`config.mk`:
```
export PLATFORM = sky130hd
export DESIGN_NAME = ex_reg
export DESIGN_NICKNAME = d
export VERILOG_FILES = /design/src/rtl/ex_reg_pkg.sv /design/src/rtl/ex_reg_ovf_counter.sv /design/src/rtl/ex_reg.sv
export SDC_FILE = /design/constraint.sdc
export NUM_CORES = 1
export LEC_CHECK = 0
export BUFFER_PORTS_ARGS = -buffer_cell sky130_fd_sc_hd__buf_2
export CORE_UTILIZATION = 35
export DETAILED_ROUTE_END_ITERATION = 12
export MAX_ROUTING_LAYER = met4
export PLACE_DENSITY = 0.64
export SYNTH_ARGS = -nofsm -noshare
export SYNTH_HDL_FRONTEND = slang
export SYNTH_SLANG_ARGS = --single-unit
```
`constraint.sdc`:
```
create_clock -name Clk -period 2.4 [get_ports Clk]
set_input_delay 0.36 -clock Clk [delete_from_list [all_inputs] [get_ports Clk]]
set_output_delay 0.36 -clock Clk [all_outputs]
set_load 0.02 [all_outputs]
```
`src/rtl/ex_reg_pkg.sv`:
```
// Shared ISA encodings for the execute stage: ALU ops, memory ops and exception codes.
// Also holds the helper that decides which ALU ops report a meaningful signed overflow.
package ex_reg_pkg;

  localparam int ALU_OP_W = 4;

  typedef enum logic [ALU_OP_W-1:0] {
    ALU_OP_NOP  = 4'd0,
    ALU_OP_AND  = 4'd1,
    ALU_OP_OR   = 4'd2,
    ALU_OP_XOR  = 4'd3,
    ALU_OP_ADDS = 4'd4,
    ALU_OP_ADDU = 4'd5,
    ALU_OP_SUBS = 4'd6,
    ALU_OP_SUBU = 4'd7,
    ALU_OP_SHRL = 4'd8,
    ALU_OP_SHLL = 4'd9
  } alu_op_e;

  typedef enum logic [1:0] {
    MEM_OP_NOP   = 2'd0,
    MEM_OP_LOAD  = 2'd1,
    MEM_OP_STORE = 2'd2
  } mem_op_e;

  typedef enum logic [2:0] {
    EXP_NO_EXP     = 3'd0,
    EXP_EXT_INT    = 3'd1,
    EXP_UNDEF_INSN = 3'd2,
    EXP_MISS_ALIGN = 3'd3,
    EXP_OVERFLOW   = 3'd4,
    EXP_TRAP       = 3'd5,
    EXP_PRV_VIO    = 3'd6
  } exp_code_e;

  localparam logic ENABLE  = 1'b1;
  localparam logic DISABLE = 1'b0;

  // Only the signed add/sub ops drive a defined overflow flag.
  function automatic logic is_signed_arith(input logic [ALU_OP_W-1:0] op);
    return (op == ALU_OP_ADDS) || (op == ALU_OP_SUBS);
  endfunction

endpackage

```
`src/rtl/ex_reg_ovf_counter.sv`:
```
// Saturating event counter with synchronous clear, hold and increment enable.
// Priority: clear > hold > increment; sticks at all-ones instead of wrapping.
module ovf_counter #(
  parameter int CNT_W = 16
) (
  input  logic             clk,
  input  logic             i_clr,
  input  logic             i_hold,
  input  logic             i_inc,
  output logic [CNT_W-1:0] o_count
);

  logic [CNT_W-1:0] r_count;

  // NOTE: sequential state uses non-blocking assignments so every register samples pre-edge values.
  always_ff @(posedge clk) begin
    if (i_clr) begin
      r_count <= '0;
    end else if (!i_hold && i_inc && (r_count != {CNT_W{1'b1}})) begin
      r_count <= r_count + CNT_W'(1);
    end
  end

  assign o_count = r_count;

endmodule

```
`src/rtl/ex_reg.sv`:
```
// EX/MEM pipeline register: latches ALU result and side-band state, turns a qualified
// signed overflow into an exception that squashes the write-back and memory access.
module ex_reg
  import ex_reg_pkg::*;
#(
  parameter int DATA_W     = 32,
  parameter int ADDR_W     = 30,
  parameter int REG_ADDR_W = 5,
  parameter int MEM_OP_W   = 2,
  parameter int EXP_W      = 3,
  parameter int CNT_W      = 16
) (
  input  logic                  Clk,
  input  logic                  Reset,
  input  logic                  Stall,
  input  logic                  Flush,
  input  logic [ADDR_W-1:0]     IdPC,
  input  logic                  IdEn,
  input  logic [ALU_OP_W-1:0]   IdAluOp,
  input  logic [DATA_W-1:0]     AluOut,
  input  logic                  AluOF,
  input  logic [MEM_OP_W-1:0]   IdMemOp,
  input  logic [DATA_W-1:0]     IdMemWrData,
  input  logic [REG_ADDR_W-1:0] IdDstAddr,
  input  logic                  IdGprWe,
  input  logic [EXP_W-1:0]      IdExpCode,
  output logic [ADDR_W-1:0]     ExPC,
  output logic                  ExEn,
  output logic [MEM_OP_W-1:0]   ExMemOp,
  output logic [DATA_W-1:0]     ExMemWrData,
  output logic [REG_ADDR_W-1:0] ExDstAddr,
  output logic                  ExGprWe,
  output logic [EXP_W-1:0]      ExExpCode,
  output logic [DATA_W-1:0]     ExOut,
  output logic [CNT_W-1:0]      OfCount
);

  logic w_ovf_hit;
  logic w_ovf_exp;
  logic w_normal;

  // An upstream exception is older than the overflow and masks it.
  assign w_ovf_hit = IdEn & AluOF & is_signed_arith(IdAluOp);
  assign w_ovf_exp = w_ovf_hit & (IdExpCode == EXP_NO_EXP);
  assign w_normal  = ~Stall & ~Flush;

  logic [ADDR_W-1:0]     r_pc;
  logic                  r_en;
  logic [MEM_OP_W-1:0]   r_mem_op;
  logic [DATA_W-1:0]     r_mem_wr_data;
  logic [REG_ADDR_W-1:0] r_dst_addr;
  logic                  r_gpr_we;
  logic [EXP_W-1:0]      r_exp_code;
  logic [DATA_W-1:0]     r_out;

  always_ff @(posedge Clk) begin
    if (Reset) begin
      r_pc          <= '0;
      r_en          <= DISABLE;
      r_mem_op      <= MEM_OP_NOP;
      r_mem_wr_data <= '0;
      r_dst_addr    <= '0;
      r_gpr_we      <= DISABLE;
      r_exp_code    <= EXP_NO_EXP;
      r_out         <= '0;
    end else if (!Stall) begin
      // Datapath fields load even on a flush; the cleared control bits make them dead.
      r_pc          <= IdPC;
      r_mem_wr_data <= IdMemWrData;
      r_dst_addr    <= IdDstAddr;
      r_out         <= AluOut;
      if (Flush) begin
        r_en       <= DISABLE;
        r_mem_op   <= MEM_OP_NOP;
        r_gpr_we   <= DISABLE;
        r_exp_code <= EXP_NO_EXP;
      end else begin
        r_en       <= IdEn;
        r_mem_op   <= (IdEn && !w_ovf_exp) ? IdMemOp : MEM_OP_NOP;
        r_gpr_we   <= IdEn & IdGprWe & ~w_ovf_exp;
        r_exp_code <= w_ovf_exp ? EXP_OVERFLOW : IdExpCode;
      end
    end
  end

  ovf_counter #(
    .CNT_W(CNT_W)
  ) u_ovf_counter (
    .clk    (Clk),
    .i_clr  (Reset),
    .i_hold (Stall),
    .i_inc  (w_normal & w_ovf_exp),
    .o_count(OfCount)
  );

  assign ExPC        = r_pc;
  assign ExEn        = r_en;
  assign ExMemOp     = r_mem_op;
  assign ExMemWrData = r_mem_wr_data;
  assign ExDstAddr   = r_dst_addr;
  assign ExGprWe     = r_gpr_we;
  assign ExExpCode   = r_exp_code;
  assign ExOut       = r_out;

endmodule

```
==> reports/results.txt, run 1 <==
ys async rst share -> 0
final number of setup-violating endpoints -> 0
Min Hold Slack -> 0.184 ns
Power Density -> 823 nW/um^2
GPL Wtd Cong -> 0.802
synthesized-area fraction occupied by and/or/nand/nor cells -> 0.173
GRT Residual Overflow -> 0
Worst setup SP type -> flip-flop
drc violations -> 0
WS Path Type -> reg -> reg
peak supply drop -> 0.000468 V
fmax -> 501 MHz
via/cell ratio -> 4.75
mux contribution to synthesized area -> 0.226
Tmin final -> 2.00 ns
layout cells sized above 1 -> 0.397
CP Cell Sequence -> ha_1, and3_1, and4_1, nor4_1, mux2_2
Synth Register Bits -> 122
Synth Area in Compound Gates -> 0.0406
number of flops mapped to enable cells by yosys -> 0
most common cell in the synthesized netlist -> dfxtp_1
most area-hungry cell type in the Yosys netlist -> dfxtp_1
Placed Area -> 5950 um^2
largest net degree at the start of global routing -> 108
Slew HR -> 0.488
R2R Path End -> u_ovf_counter.o_count[7]
CTS tree -> yes
Mean Syn Cell Area -> 10.1 um^2
Clock Root Buffer -> clkbuf_16
critical path capture point type -> flip-flop
number of global-route vias before repair -> 3822
initial core utilization -> 0.362
fillers -> 1166
hold buffers post-CTS -> 0
final worst-path cycle share -> 0.832
Post-Syn Nets -> 576
top cell type's share of synthesized area -> 0.528
post-route insts no fill -> 872
design area -> 6580 um^2
Worst Hold Class -> in -> reg
synth unique cells -> 33
Worst Reg2Reg Path Length in Cells -> 5
mapped cell area -> 4630 um^2
Max stage delay on crit path -> 0.39 ns
xor-xnor portion of the synthesized cell area -> 0
skew final -> 0.00688 ns
Synth area leaders -> dfxtp_1 (53%), mux2i_1 (21%), nor2_1 (9.1%)
data required time of the worst path -> 2.69 ns
remaining antenna violation count after routing -> 0
Ys Warns -> 0
PostCTS Resize Cnt -> 0
drt pass-1 iters -> 4
sequential share of the synthesized area -> 0.528
Crit Path Max Fanout -> 14
n_diodes -> 0
full die area -> 13700 um^2
initial antenna violation count -> 0
Core Region -> 12800 um^2
Final nets -> 803
# placed instances -> 840
Clk Latency, worst-skew pair -> 0.40 ns
total track usage -> 0.171
R2R Path Start -> u_ovf_counter.o_count[0]
crit path capture -> u_ovf_counter.o_count[7]
number of port buffers -> 235
RSZ-0062 raised after global routing -> false
Synth Area in Adders -> 0.00270
Fin. Hold Viols -> 0
via count -> 4143
Synth top cells by count -> dfxtp_1 (122), nor2_1 (112), mux2i_1 (99)
H-tree Lvls -> 4
crit path from -> u_ovf_counter.o_count[0]
status -> finished, final reports clean
Post-CTS Setup Bufs -> 0
wire per inst -> 13.3 um
global-route wire length before repair -> 17.4 mm
worst slew pin tran -> 0.768 ns
Worst Path Arrival -> 2.28 ns
post-synthesis cell count -> 460
# Max-Cap Violations -> 0
Leakage -> 3.34 nW
Num CTS Buffers -> 17
slack of the worst reg-to-reg path -> 0.40 ns
Final Max Slew Viols -> 0
die height -> 117 um
Sink Count -> 122
Iter 0 DRT Violations -> 149
largest family of logic cells by synthesized area -> multiplexers
Reg clk slew, reported paths -> 0.05 ns
Slowest-stage cell, CP -> nor4_1
Setup Total Neg Slack -> 0 ns
Die X -> 117 um
post-layout util -> 0.515
Area growth, synth to finish -> 42.2%
IO Count -> 237
most frequently used flop master after synthesis -> dfxtp_1
Cell Rows -> 41
WL final -> 11.6 mm
dpl hpwl -> 8.28 mm
CTS Buffer Depth -> 2
-- power by group --
part	switching (mW)	total (mW)	internal, mW	leakage [nW]
logic	0.329	0.574	0.244	2.03
registers	0.0489	2.18	2.13	1.00
clock network	0.878	2.66	1.78	0.302
-- stage by stage --
step / power [mW] / worst slack [ns]
after CTS: 5.49 / 0.378
after global routing: 5.64 / 0.257
after detailed placement: 2.80 / 0.198
after floorplan: 2.56 / 0.479
final: 5.42 / 0.404
after global placement: 2.79 / 0.279
-- critical path: cells and delay by family, from the launching register on --
family	cells	cell delay [ns]
and+or+nand+nor	3	0.92
adders and majority gates	1	0.26
DFF	1	0.34
muxes	1	0.37
-- state kept, by name, indices dropped and copies added (netlist names) --
register and count:
u_ovf_counter.o_count 16, ExOut 32, ExEn 1, ExMemWrData 32, ExMemOp 2, ExDstAddr 5
ExGprWe 1, ExExpCode 3, ExPC 30
-- how the worst min path moves through the flow --
stage	start	endpoint	slack, ns	depth (start not counted)
2_1_floorplan	IdEn	ExEn	0.50	2
3_3_place_gp	ExGprWe	ExGprWe	0.46	2
3_5_place_dp	ExGprWe	ExGprWe	0.47	2
4_1_cts	AluOut[9]	ExOut[9]	0.17	3
5_1_grt	AluOut[26]	ExOut[26]	0.17	3
6_report	AluOut[10]	ExOut[10]	0.18	3
-- layout by cell type, fill, tap and decap left out, drive strengths merged, types with 5 or more instances in the layout --
| cell | count |
|---|---|
| nand4 | 7 |
| o31ai | 8 |
| buf | 239 |
| mux2 | 5 |
| nand2 | 12 |
| a21oi | 12 |
| mux2i | 99 |
| nand3 | 6 |
| nor2b | 5 |
| clkbuf | 20 |
| nor2 | 112 |
| or4 | 8 |
| clkinv | 5 |
| nor4 | 6 |
| dfxtp | 122 |
-- final cells by class --
class | instances | area (um^2) | share of cell area
Multi-Input combinational cell | 305 | 2050 | 0.311
Inverter | 2 | 7.51 | 0.00114
Sequential cell | 122 | 2440 | 0.371
Clock buffer | 20 | 457 | 0.0694
Timing Repair Buffer | 239 | 1240 | 0.188
Tap cell | 172 | 215 | 0.0327
Clock inverter | 12 | 171 | 0.0261
-- cell families (layout without fill, tap and decap cells) --
kind of cell,after synthesis,count (layout)
buf+inv,33,273
mux,104,104
compound gates,29,29
simple gates,171,171
fa+ha+maj,1,1
flops,122,122
-- per-layer routing --
| layer | vias up | GRT usage | part of all wire |
|---|---|---|---|
| met1 | 1908 | 0.182 | 0.41 |
| met5 | - | - | 0 |
| li1 | 2047 | - | - |
| met4 | 0 | 0.0802 | 0.016 |
| met3 | 17 | 0.0530 | 0.086 |
| met2 | 171 | 0.289 | 0.49 |
Power figures use the tool's default switching activity.
==> inputs of run 2 (changes only) <==
- PLACE_DENSITY: 0.64 -> 0.67
- clock period: 2.4 -> 1.65 ns (I/O delays scaled with it)
==> run 2 against run 1 <==
Register-to-register slack lost 0.36 ns. Design area is 3.7% higher. Routed wire length up 6.3%. Final cell count rose by 2.6%. Worst setup slack got worse by 0.36 ns. Utilization up 1.9 points. Maximum frequency increased by 25%. Non-clock buffer count grew 25.
==> reports/results.txt, run 2 (synthesized netlist as in run 1, its figures left out) <==
number of port buffers -> 235
skew final -> 0.00440 ns
remaining antenna violation count after routing -> 0
Worst Hold Class -> in -> reg
critical path capture point type -> flip-flop
Cell Rows -> 41
Iter 0 DRT Violations -> 173
GPL Wtd Cong -> 0.829
via count -> 4228
number of global-route vias before repair -> 3985
worst slew pin tran -> 0.750 ns
Sink Count -> 122
die height -> 117 um
initial antenna violation count -> 0
met2 Usage GRT -> 0.310
pre-CTS setup slack -> -0.272 ns
Clock Root Buffer -> clkbuf_16
GR Layer Usage met3 -> 0.0463
Worst setup SP type -> flip-flop
dpl hpwl -> 8.69 mm
drt pass-1 iters -> 4
met1 Resource Use GR -> 0.193
n_diodes -> 0
Slew HR -> 0.500
total track usage -> 0.179
Power Density -> 1110 nW/um^2
most frequent cells in the layout -> buf_2 (233), dfxtp_1 (113), nor2_1 (112)
Hold Path Cell Cnt -> 3
final number of setup-violating endpoints -> 0
most used routing layer -> met2
H-tree Lvls -> 4
Core Region -> 12800 um^2
Placed Area -> 6200 um^2
Final nets -> 828
# Max-Cap Violations -> 0
full die area -> 13700 um^2
CTS Buffer Depth -> 2
final worst-path cycle share -> 0.971
global-route wire length before repair -> 18.1 mm
IO Count -> 237
GRT Residual Overflow -> 0
Leakage -> 3.48 nW
Die X -> 117 um
Setup Total Neg Slack -> 0 ns
Area growth, synth to finish -> 47.5%
fmax -> 624 MHz
Final WS setup -> 0.0478 ns
status -> finished, final reports clean
peak supply drop -> 0.000694 V
Num CTS Buffers -> 17
WL final -> 12.3 mm
Worst Path Arrival -> 1.92 ns
design area -> 6820 um^2
commonest non-fill, non-tap cell in the layout -> buf_2
RSZ-0062 raised after global routing -> false
Crit Path Max Fanout -> 12
WS Path Type -> reg -> reg
Clk Latency, worst-skew pair -> 0.40 ns
Tmin final -> 1.60 ns
Fin. Hold Viols -> 0
initial core utilization -> 0.362
Final Max Slew Viols -> 0
layout cells sized above 1 -> 0.448
wire per inst -> 13.7 um
via/cell ratio -> 4.72
CTS tree -> yes
largest net degree at the start of global routing -> 108
data required time of the worst path -> 1.97 ns
Reg clk slew, reported paths -> 0.05 ns
Worst Reg2Reg Path Length in Cells -> 5
drc violations -> 0
-- run 2: changes by cell type in the layout (fill, tap and decap cells not counted), moves of 3 or more --
cell | previous run | this run
buf_4 | 3 | 26
dfxtp_1 | 122 | 113
dfxtp_2 | 0 | 8
nor4_1 | 5 | 2
nor4_2 | 1 | 4
-- run 2: metrics by stage --
stage	power [mW]	utilization	instances	hold WS (ns)
6_report	7.57	0.534	895	0.0726
5_1_grt	7.89	0.534	895	0.0646
4_1_cts	7.67	0.530	894	0.0529
3_5_place_dp	4.09	0.485	864	0.475
3_3_place_gp	4.06	0.485	864	0.461
2_1_floorplan	3.72	-	460	0.384
-- run 2: final timing paths --
check | start | endpoint | slack, ns
min | AluOut[3] | ExOut[3] | 0.07
min reg2reg | ExMemWrData[16] | ExMemWrData[16] | 0.48
max reg2reg | u_ovf_counter.o_count[0] | u_ovf_counter.o_count[4] | 0.05
max | u_ovf_counter.o_count[0] | u_ovf_counter.o_count[4] | 0.05
-- run 2: metal layers --
layer	part of all wire	vias to the layer above
li1	-	2108
met1	0.42	1931
met2	0.50	175
met3	0.068	14
met4	0.012	0
met5	0	-
-- run 2: worst max-delay path, stage by stage (launching register included) --
cell,delay (ns)
dfxtp_4,0.35
ha_4,0.16
and3_4,0.18
and4_4,0.19
or4_1,0.47
a21oi_1,0.17
-- run 2: layout make-up --
type,count,area (um^2)
Tap cell,172,215
Timing Repair Buffer,264,1450
Inverter,2,7.51
Clock inverter,8,93.8
Multi-Input combinational cell,305,2120
Sequential cell,122,2460
Fill cell,1166,5950
Clock buffer,22,474
-- run 2: report_power, final --
part           total, mW  internal (mW)  switching, mW
clock               3.56           2.31           1.24
sequential          3.17           3.10         0.0722
combinational      0.848          0.363          0.484
total               7.57           5.77           1.80
-- run 2: timing repair --
action | 4_1_cts | 5_1_grt
setup endpoints to repair | 6 | 13
resized for setup | 2 | 15
pin swaps | 0 | 1
hold buffers | 0 | 0
buffers inserted | 0 | 1
==> inputs of run 3 (changes only) <==
- clock period: 1.65 -> 1.4 ns (I/O delays scaled with it)
==> run 3 against run 2 <==
The run now ends with negative setup slack left. Sequential power increased by 17%. Utilization increased by 2.2 points. Clock skew increased by 0.0031 ns. Via count increased by 2.6%. Die area unchanged. Hold slack got worse by 0.041 ns. Count of clock-buffer cells in the layout decreased by 3. Design area increased by 4.1%. First-iteration DRC count increased by 0.58%. Clock power increased by 22%. Combinational power increased by 18%. Critical path depth decreased by 1. Largest power group unchanged.
==> reports/results.txt, run 3 (synthesized netlist as in run 1, its figures left out) <==
slack of the worst reg-to-reg path -> -0.12 ns
full die area -> 13700 um^2
Slowest-stage cell, CP -> or4_1
die height -> 117 um
CTS tree -> yes
layout cells sized above 1 -> 0.495
commonest non-fill, non-tap cell in the layout -> buf_2
Sink Count -> 122
Power, Total -> 9.06 mW
most frequent cells in the layout -> buf_2 (232), nor2_1 (111), dfxtp_1 (106)
drc violations -> 0
Worst Hold Class -> in -> reg
Clk Latency, worst-skew pair -> 0.41 ns
initial core utilization -> 0.362
CTS Buffer Depth -> 2
Area growth, synth to finish -> 53.5%
Max stage delay on crit path -> 0.53 ns
final worst-path cycle share -> 1.09
Leakage -> 3.58 nW
GRT Residual Overflow -> 0
R2R Path Start -> u_ovf_counter.o_count[2]
initial antenna violation count -> 0
Worst Path Arrival -> 1.85 ns
Final Max Slew Viols -> 0
CP Cell Sequence -> and4_4, nand4_1, or4_1, a21oi_2
drt pass-1 iters -> 4
final number of setup-violating endpoints -> 15
status -> complete, but fails checks
worst slew pin tran -> 0.379 ns
Tmin final -> 1.52 ns
end of the worst hold path -> ExOut[6]
Reg clk slew, reported paths -> 0.06 ns
Core Region -> 12800 um^2
data required time of the worst path -> 1.73 ns
wire per inst -> 13.7 um
number of global-route vias before repair -> 4142
Min Hold Slack -> 0.0315 ns
skew final -> 0.00755 ns
number of port buffers -> 235
min-delay src -> AluOut[6]
Final WS setup -> -0.121 ns
Clock Root Buffer -> clkbuf_16
n_diodes -> 0
global-route wire length before repair -> 18.5 mm
Final nets -> 838
Num CTS Buffers -> 17
Setup Total Neg Slack -> -1.14 ns
IO Count -> 237
via/cell ratio -> 4.78
total track usage -> 0.181
RSZ-0062 raised after global routing -> true
Slew HR -> 0.747
R2R Path End -> u_ovf_counter.o_count[9]
remaining antenna violation count after routing -> 0
critical path capture point type -> flip-flop
H-tree Lvls -> 4
peak supply drop -> 0.000689 V
dpl hpwl -> 8.77 mm
Cell Rows -> 41
WL final -> 12.5 mm
Fin. Hold Viols -> 0
Worst Reg2Reg Path Length in Cells -> 4
failing checks -> negative setup slack
Crit Path Max Fanout -> 8
via count -> 4339
Worst setup SP type -> flip-flop
pre-CTS setup slack -> -0.394 ns
largest net degree at the start of global routing -> 60
Hold Path Cell Cnt -> 3
Power Density -> 1280 nW/um^2
Iter 0 DRT Violations -> 174
hold buffers post-CTS -> 0
WS Path Type -> reg -> reg
# Max-Cap Violations -> 0
Die X -> 117 um
fmax -> 658 MHz
GPL Wtd Cong -> 0.789
-- run 3: worst max-delay path by stage --
stage / start / end / slack [ns]
floorplan: Stall / u_ovf_counter.o_count[10] / -0.18
global placement: IdAluOp[3] / u_ovf_counter.o_count[10] / -0.34
detailed placement: IdAluOp[3] / u_ovf_counter.o_count[14] / -0.39
CTS: u_ovf_counter.o_count[9] / u_ovf_counter.o_count[15] / -0.11
global route: u_ovf_counter.o_count[9] / u_ovf_counter.o_count[15] / -0.17
finish: u_ovf_counter.o_count[2] / u_ovf_counter.o_count[9] / -0.12
-- run 3: where the power goes --
group	internal (mW)	leakage, nW	switching (mW)
combinational	0.432	2.28	0.570
sequential	3.63	1.01	0.0861
clock	2.73	0.290	1.61
-- run 3: per-layer routing --
metal / part of all wire / track usage
met5: 0 / -
met2: 0.51 / 0.311
met1: 0.40 / 0.187
met3: 0.068 / 0.0561
met4: 0.016 / 0.0962
-- run 3: critical path: cells and delay by family (launching register included) --
kind / cells / cell delay, ns
and+or+nand+nor: 3 / 0.96
DFF: 1 / 0.34
AOI/OAI and AO/OA: 1 / 0.13
-- run 3: final cells by class --
type	instances	area, um^2
fillers	1130	5670
flip-flops and latches	122	2480
multi-input cells	306	2250
repair buffers	273	1550
clock buffers	19	453
well taps	172	215
clock inverters	13	140
inverters	2	7.51
-- run 3: metrics by stage --
| step | cell area (um^2) | cells | util |
|---|---|---|---|
| final | 7100 | 907 | 0.556 |
| after global routing | 7100 | 907 | 0.556 |
| after CTS | 6980 | 906 | 0.546 |
| after detailed placement | 6320 | 871 | 0.495 |
| after global placement | 6320 | 871 | 0.495 |
| after floorplan | 4760 | 460 | - |
-- run 3: repair_timing --
item,in CTS,in global routing
pin swaps,16,11
endpoints found under the setup margin,15,17
cloned,1,0
resized for setup,13,30
setup buffers,2,1
